**src/rtl/linescanner_line_collector.sv**
```systemverilog
// ---------------------------------------------------------------------------
// linescanner_line_collector
//
// Collects incoming pixels into one of two line buffers (ping-pong) and hands
// complete lines to a consumer one pixel per read request.
//
// Parameters
//   LINE_LENGTH  pixels per line (2..1024)
//   ADDR_WIDTH   buffer address width, 2**ADDR_WIDTH >= LINE_LENGTH
//
// Ports
//   main_clock_source  in   single clock, rising edge
//   n_reset            in   asynchronous active-low reset
//   enable             in   capture enable; low aborts a partial line
//   pixel_data[7:0]    in   incoming pixel
//   pixel_captured     in   pixel_data valid this cycle
//   read_enable        in   consumer request for the next stored pixel
//   read_data[7:0]     out  registered pixel output
//   read_valid         out  read_data valid this cycle
//   line_end           out  with read_valid on the last pixel of a line
//   line_ready         out  a complete line is available for reading
//   overflow           out  sticky; a line was dropped (both buffers full)
//   lines_captured     out  count of committed lines, wraps at 16 bits
// ---------------------------------------------------------------------------
module linescanner_line_collector #(
  parameter int unsigned LINE_LENGTH = 256,
  parameter int unsigned ADDR_WIDTH  = 8
) (
  input  logic        main_clock_source,
  input  logic        n_reset,
  input  logic        enable,
  input  logic [7:0]  pixel_data,
  input  logic        pixel_captured,
  input  logic        read_enable,
  output logic [7:0]  read_data,
  output logic        read_valid,
  output logic        line_end,
  output logic        line_ready,
  output logic        overflow,
  output logic [15:0] lines_captured
);

  localparam int unsigned           Depth    = 2 ** ADDR_WIDTH;
  localparam logic [ADDR_WIDTH-1:0] LastAddr = ADDR_WIDTH'(LINE_LENGTH - 1);

  typedef enum logic [1:0] {StIdle, StFill, StDiscard} wr_state_e;

  // Line storage; contents are don't-care after reset, so no reset here.
  logic [7:0] buf_mem [2][Depth];

  // Write side state
  wr_state_e             state_q, state_d;
  logic                  wbuf_q, wbuf_d;
  logic [ADDR_WIDTH-1:0] wr_addr_q, wr_addr_d;
  logic                  overflow_q, overflow_d;
  logic [15:0]           lines_q, lines_d;
  logic                  mem_we;
  logic                  commit;

  // Read side state
  logic                  rbuf_q, rbuf_d;
  logic [ADDR_WIDTH-1:0] rd_addr_q, rd_addr_d;
  logic [1:0]            full_q, full_d;
  logic [7:0]            read_data_q, read_data_d;
  logic                  read_valid_q, read_valid_d;
  logic                  line_end_q, line_end_d;
  logic                  rd_fire;
  logic                  release_line;

  // -------------------------------------------------------------------------
  // Write FSM
  // -------------------------------------------------------------------------
  always_comb begin
    state_d    = state_q;
    wbuf_d     = wbuf_q;
    wr_addr_d  = wr_addr_q;
    overflow_d = overflow_q;
    lines_d    = lines_q;
    mem_we     = 1'b0;
    commit     = 1'b0;

    if (!enable) begin
      // Drop any partial line; committed lines stay in their buffers.
      state_d    = StIdle;
      wr_addr_d  = '0;
      overflow_d = 1'b0;
    end else begin
      case (state_q)
        // The first enabled edge already accepts pixel 0, so IDLE and FILL
        // share the same capture behaviour.
        StIdle, StFill: begin
          state_d = StFill;
          if (pixel_captured) begin
            if ((wr_addr_q == '0) && full_q[wbuf_q]) begin
              // Nowhere to put this line: skip it whole to keep alignment.
              // wr_addr doubles as the discard counter; this pixel is #0.
              state_d    = StDiscard;
              overflow_d = 1'b1;
              wr_addr_d  = ADDR_WIDTH'(1);
            end else begin
              mem_we = 1'b1;
              if (wr_addr_q == LastAddr) begin
                commit    = 1'b1;
                wbuf_d    = ~wbuf_q;
                wr_addr_d = '0;
                lines_d   = lines_q + 16'd1;
              end else begin
                wr_addr_d = wr_addr_q + ADDR_WIDTH'(1);
              end
            end
          end
        end
        StDiscard: begin
          if (pixel_captured) begin
            if (wr_addr_q == LastAddr) begin
              state_d   = StFill;
              wr_addr_d = '0;
            end else begin
              wr_addr_d = wr_addr_q + ADDR_WIDTH'(1);
            end
          end
        end
        default: begin
          state_d   = StIdle;
          wr_addr_d = '0;
        end
      endcase
    end
  end

  // -------------------------------------------------------------------------
  // Read side
  // -------------------------------------------------------------------------
  assign rd_fire      = read_enable & full_q[rbuf_q];
  assign release_line = rd_fire & (rd_addr_q == LastAddr);

  always_comb begin
    rbuf_d       = rbuf_q;
    rd_addr_d    = rd_addr_q;
    read_data_d  = read_data_q;
    read_valid_d = 1'b0;
    line_end_d   = 1'b0;

    if (rd_fire) begin
      read_data_d  = buf_mem[rbuf_q][rd_addr_q];
      read_valid_d = 1'b1;
      if (release_line) begin
        line_end_d = 1'b1;
        rbuf_d     = ~rbuf_q;
        rd_addr_d  = '0;
      end else begin
        rd_addr_d = rd_addr_q + ADDR_WIDTH'(1);
      end
    end
  end

  // Commit and release always target different buffers (a commit needs the
  // write buffer empty, a release needs the read buffer full), so both apply.
  always_comb begin
    full_d = full_q;
    if (commit) begin
      full_d[wbuf_q] = 1'b1;
    end
    if (release_line) begin
      full_d[rbuf_q] = 1'b0;
    end
  end

  // -------------------------------------------------------------------------
  // State registers
  // -------------------------------------------------------------------------
  always_ff @(posedge main_clock_source or negedge n_reset) begin
    if (!n_reset) begin
      state_q      <= StIdle;
      wbuf_q       <= 1'b0;
      wr_addr_q    <= '0;
      overflow_q   <= 1'b0;
      lines_q      <= '0;
      rbuf_q       <= 1'b0;
      rd_addr_q    <= '0;
      full_q       <= '0;
      read_data_q  <= '0;
      read_valid_q <= 1'b0;
      line_end_q   <= 1'b0;
    end else begin
      state_q      <= state_d;
      wbuf_q       <= wbuf_d;
      wr_addr_q    <= wr_addr_d;
      overflow_q   <= overflow_d;
      lines_q      <= lines_d;
      rbuf_q       <= rbuf_d;
      rd_addr_q    <= rd_addr_d;
      full_q       <= full_d;
      read_data_q  <= read_data_d;
      read_valid_q <= read_valid_d;
      line_end_q   <= line_end_d;
    end
  end

  always_ff @(posedge main_clock_source) begin
    if (mem_we) begin
      buf_mem[wbuf_q][wr_addr_q] <= pixel_data;
    end
  end

  // -------------------------------------------------------------------------
  // Outputs
  // -------------------------------------------------------------------------
  assign read_data      = read_data_q;
  assign read_valid     = read_valid_q;
  assign line_end       = line_end_q;
  assign line_ready     = full_q[rbuf_q];
  assign overflow       = overflow_q;
  assign lines_captured = lines_q;

endmodule
```
**config.mk**
```make
export PLATFORM = sky130hd
export DESIGN_NAME = linescanner_line_collector
export DESIGN_NICKNAME = d
export VERILOG_FILES = /design/src/rtl/linescanner_line_collector.sv
export SDC_FILE = /design/constraint.sdc
export NUM_CORES = 2
export LEC_CHECK = 0
export BUFFER_PORTS_ARGS = -buffer_cell sky130_fd_sc_hd__buf_2
export CORE_MARGIN = 3
export CORE_UTILIZATION = 55
export DETAILED_ROUTE_END_ITERATION = 16
export PLACE_DENSITY = 0.67
export SYNTH_ARGS = -nofsm -noshare
export SYNTH_HDL_FRONTEND = slang
export SYNTH_SLANG_ARGS = --single-unit
```
**constraint.sdc**
```tcl
create_clock -name main_clock_source -period 5 [get_ports main_clock_source]
set_clock_uncertainty 0.2 [all_clocks]
set_input_delay 1 -clock main_clock_source [delete_from_list [all_inputs] [get_ports main_clock_source]]
set_output_delay 1 -clock main_clock_source [all_outputs]
set_load 0.01 [all_outputs]
```
==> summary.md <==
| Metric | Value |
|---|---|
| Status | `complete, no violations` |
| Port Buffers | `40` |
| CP Capture Type | `register` |
| Simple-gate share of the synthesized area | `2.41%` |
| Flops & latches, synth | `approximately 4100` |
| Hold Path Class | `primary input to register` |
| Int Power | `59300 uW` |
| Via/cell ratio | `around 6.7` |
| First-pass GRT wire length | `632 mm` |
| Setup tns final | `0 ns` |
| Largest net degree at the start of global routing | `roughly 200` |
| Fmax | `about 0.21 GHz` |
| Final #Nets | `8198` |
| Synth unique cells | `75` |
| Footprint of the multi-input gates | `around 35000 um2` |
| Setup crit start kind | `register` |
| Total track usage | `between 20 and 30%` |
| Cell family with most CP delay | `compound AO/OA/AOI/OAI gates` |
| Fin. Hold Viols | `0` |
| Core Util, Final | `between 60% and 70%` |
| Max-cap violations | `0` |
| Vias in the first global route | `slightly above 80000` |
| Peak VDD IR | `about 440 uV` |
| Sequential Power Share | `46.9%` |
| CTS clock-pin slew for the worst setup and hold paths | `around 0.060 ns` |
| Total grt overflow | `0` |
| Detailed Route WL | `around 450 mm` |
| FP Rows | `between 150 and 200` |
| Htree depth | `5` |
| Area Growth Syn to Fin | `13.2%` |
| CTS Buffer Depth | `4` |
| Die Ht | `approximately 550 um` |
| Setup Buffers After CTS | `0` |
| Filler instances | `around 20000` |
| Die Area | `about 300000 um2` |
| Fin crit period | `slightly below 5 ns` |
| Num CTS Buffers | `just over 400` |
| GPL Wtd Cong | `0.935` |
| Post-synth EDFFs | `between 4000 and 5000` |
| Adder-cell share of the synthesized area | `0.0465%` |
| CTS tree | `built` |
| Yosys Warn Count | `0` |
| Sw frac | `roughly 28%` |
| Switch Pwr | `roughly 23000 uW` |
| DR vias | `83400` |
| PwrDens | `about 450 nW/um2` |
| Share of layout cells above drive strength 1 | `about 27%` |
| Post-synthesis compound-gate area fraction | `2.82%` |
| Worst Path Max Fanout | `47` |
| CP bufs+invs | `2` |
| Post-synthesis xor/xnor area fraction | `less than 1%` |
| Initial Utilization | `a little under three fifths` |
| Cells after synthesis | `7586` |
| Synthesized Nets | `around 7600` |
| Antenna viol nets, final | `0` |
| RSZ-0062 raised after global routing | `false` |
| Relative slew slack | `8.29%` |
| Area share of the largest cell type after synthesis | `roughly three quarters` |
| Sequential-to-total area share from yosys stat | `about three quarters` |
| CTS sink count | `between 4000 and 5000` |
| Max stage delay on crit path | `0.90 ns` |
| Clk_lat worst skew | `just under 1 ns` |
| Slew @ Worst Pin | `1.36 ns` |
| Clk root buf | `clkbuf_16` |
| Dominant cells by area after synthesis | `edfxtp_1 (76%), mux4_2 (13%), mux2i_1 (2.2%)` |
| CP required | `~5.6 ns` |
| Most common cell in the netlist | `edfxtp_1` |
| Lkg Pwr | `slightly below 0.06 uW` |
| Synth Flop Type | `edfxtp_1` |
| Worst path cell trace | `buf_12 -> buf_4 -> mux4_2 -> o21ai_0 -> a21oi_2 -> a221oi_2 -> a21oi_1 -> a2111oi_2 -> a31oi_1` |
| Min Hold Slack | `about 0.20 ns` |
| Initial antenna violation count | `21` |
| Finish-stage setup viols | `0` |
| Clock power frac | `36.5%` |
| Fin crit share | `between 90% and 100%` |
| Comb power frac | `16.6%` |
| DR DRC count | `0` |
| Commonest cells post-synth | `edfxtp_1 (4096), mux4_2 (952), nor2_1 (583)` |
| Worst path arrival time | `roughly 5.5 ns` |
| Total instance count after detailed placement | `roughly 12000` |
| Syn Std Cell Area | `around 160000 um2` |
| Max-slew violations | `0` |
| Die width | `about 550 um` |
| DR pass1 iterations | `6` |
| Cell taking the most area after synthesis | `edfxtp_1` |
| DR iter-0 viols | `about 12000` |
| WS Path Type | `register to register` |
| Wire per inst | `35.8 um` |
| Core Region | `292000 um2` |
| Final std cells w/o fill | `12400` |
| Post-synth ARST share | `under 10%` |
| Syn Area/Cell | `roughly 21 um2` |
| Sequential cell area | `between 100000 and 150000 um2` |
| Largest family of logic cells by synthesized area | `multiplexers` |
| CP max stage cell | `dfrtp_4` |
| DP HPWL | `about 280 mm` |
| Mux contribution to synthesized area | `~16%` |
| I/O pins | `41` |
[per-layer routing]
layer	track usage (%)	wire (um)
met1	42.4	165000
met2	44.1	204000
met5	0	74
met4	12.8	22900
met3	7.59	53400
[flip-flops by register name (all words and copies together) (netlist names)]
register and cells:
buf_mem 4096, full_q 2, line_end 1, lines_captured 16, overflow 1, rbuf_q 1, rd_addr_q 8, read_data 8
read_valid 1, state_q 2, wbuf_q 1, wr_addr_q 8
[placed cells by master (no fill, tap or decap), types with 8 or more instances in the layout]
| cell | instances |
|---|---|
| a211oi_1 | 36 |
| a21oi_1 | 120 |
| a221o_1 | 14 |
| a221oi_1 | 45 |
| a22o_1 | 12 |
| a22oi_1 | 120 |
| a31oi_1 | 27 |
| and2_1 | 8 |
| buf_12 | 79 |
| buf_2 | 32 |
| buf_4 | 542 |
| buf_8 | 8 |
| bufinv_16 | 32 |
| clkbuf_1 | 89 |
| clkbuf_16 | 412 |
| clkinv_1 | 90 |
| clkinv_16 | 13 |
| clkinv_2 | 85 |
| clkinvlp_4 | 15 |
| dfrtp_1 | 42 |
| diode_2 | 17 |
| edfxtp_1 | 4096 |
| inv_1 | 12 |
| mux2_2 | 41 |
| mux2i_1 | 348 |
| mux4_2 | 952 |
| nand2_1 | 124 |
| nand2b_1 | 12 |
| nand3_1 | 42 |
| nand3_4 | 11 |
| nand4_1 | 16 |
| nor2_1 | 575 |
| nor3_1 | 49 |
| nor4_1 | 14 |
| o211ai_1 | 19 |
| o21ai_0 | 70 |
| o221ai_1 | 39 |
| o22ai_1 | 61 |
| o31ai_1 | 12 |
| xnor2_1 | 16 |
[per-stage QoR]
stage               setup slack [ns]  power (uW)  instance area (um2)
detailed placement            0.0861       52600               170000
floorplan                       2.04       45200               161000
global placement              0.0580       52500               170000
CTS                           0.0883       82200               183000
global route                  0.0751       84100               183000
finish                         0.141       82300               183000
[worst paths after layout]
check	from	slack, ns	cells past startpoint	endpoint
min in group asynchronous	n_reset	0.32	2	line_end$_DFF_PN0_
hold reg to reg	lines_captured[15]$_DFFE_PN0P_	0.26	1	lines_captured[15]$_DFFE_PN0P_
setup / recovery	rbuf_q$_DFFE_PN0P_	0.14	9	read_data[5]$_DFFE_PN0P_
setup reg to reg	rbuf_q$_DFFE_PN0P_	0.14	9	read_data[5]$_DFFE_PN0P_
hold / removal	pixel_captured	0.20	3	wr_addr_q[7]$_DFFE_PN0P_
max in group asynchronous	n_reset	3.26	3	rd_addr_q[1]$_DFFE_PN0P_
[cell families after synthesis]
| group | count (synthesis) |
|---|---|
| AND/OR/NAND/NOR | 922 |
| buffers and inverters | 494 |
| adder cells (fa/ha/maj) | 6 |
| XOR/XNOR | 22 |
| AO/OA/AOI/OAI | 651 |
| multiplexers | 1346 |
| flip-flops | 4145 |
[power groups by stage]
stage / Combinational (uW) / Clock (uW) / Sequential [uW]
6_report: 13600 / 30100 / 38600
5_1_grt: 13800 / 31700 / 38600
4_1_cts: 13300 / 30300 / 38600
3_5_place_dp: 13300 / 0 / 39300
3_3_place_gp: 13200 / 0 / 39300
2_1_floorplan: 6200 / 0 / 39000
[layout make-up]
class / instances / share of cell area [%]
multi-input cells: 2947 / 18.9
clock inverters: 251 / 1.33
repair buffers: 662 / 3.25
flip-flops and latches: 4145 / 68.0
diodes: 17 / 0.0233
clock buffers: 502 / 5.83
inverters: 16 / 0.0383
well taps: 3900 / 2.67
[tightest hold or removal path, cell delays in order]
cell	delay, ns
buf_2	0.14
inv_1	0.10
o31ai_1	0.09
[what timing repair did]
item,CTS,global route
hold buffers,1,0
endpoints found under the setup margin,0,1
resized for setup,0,1
endpoints found under the hold margin,19,0
Power figures use the tool's default switching activity.
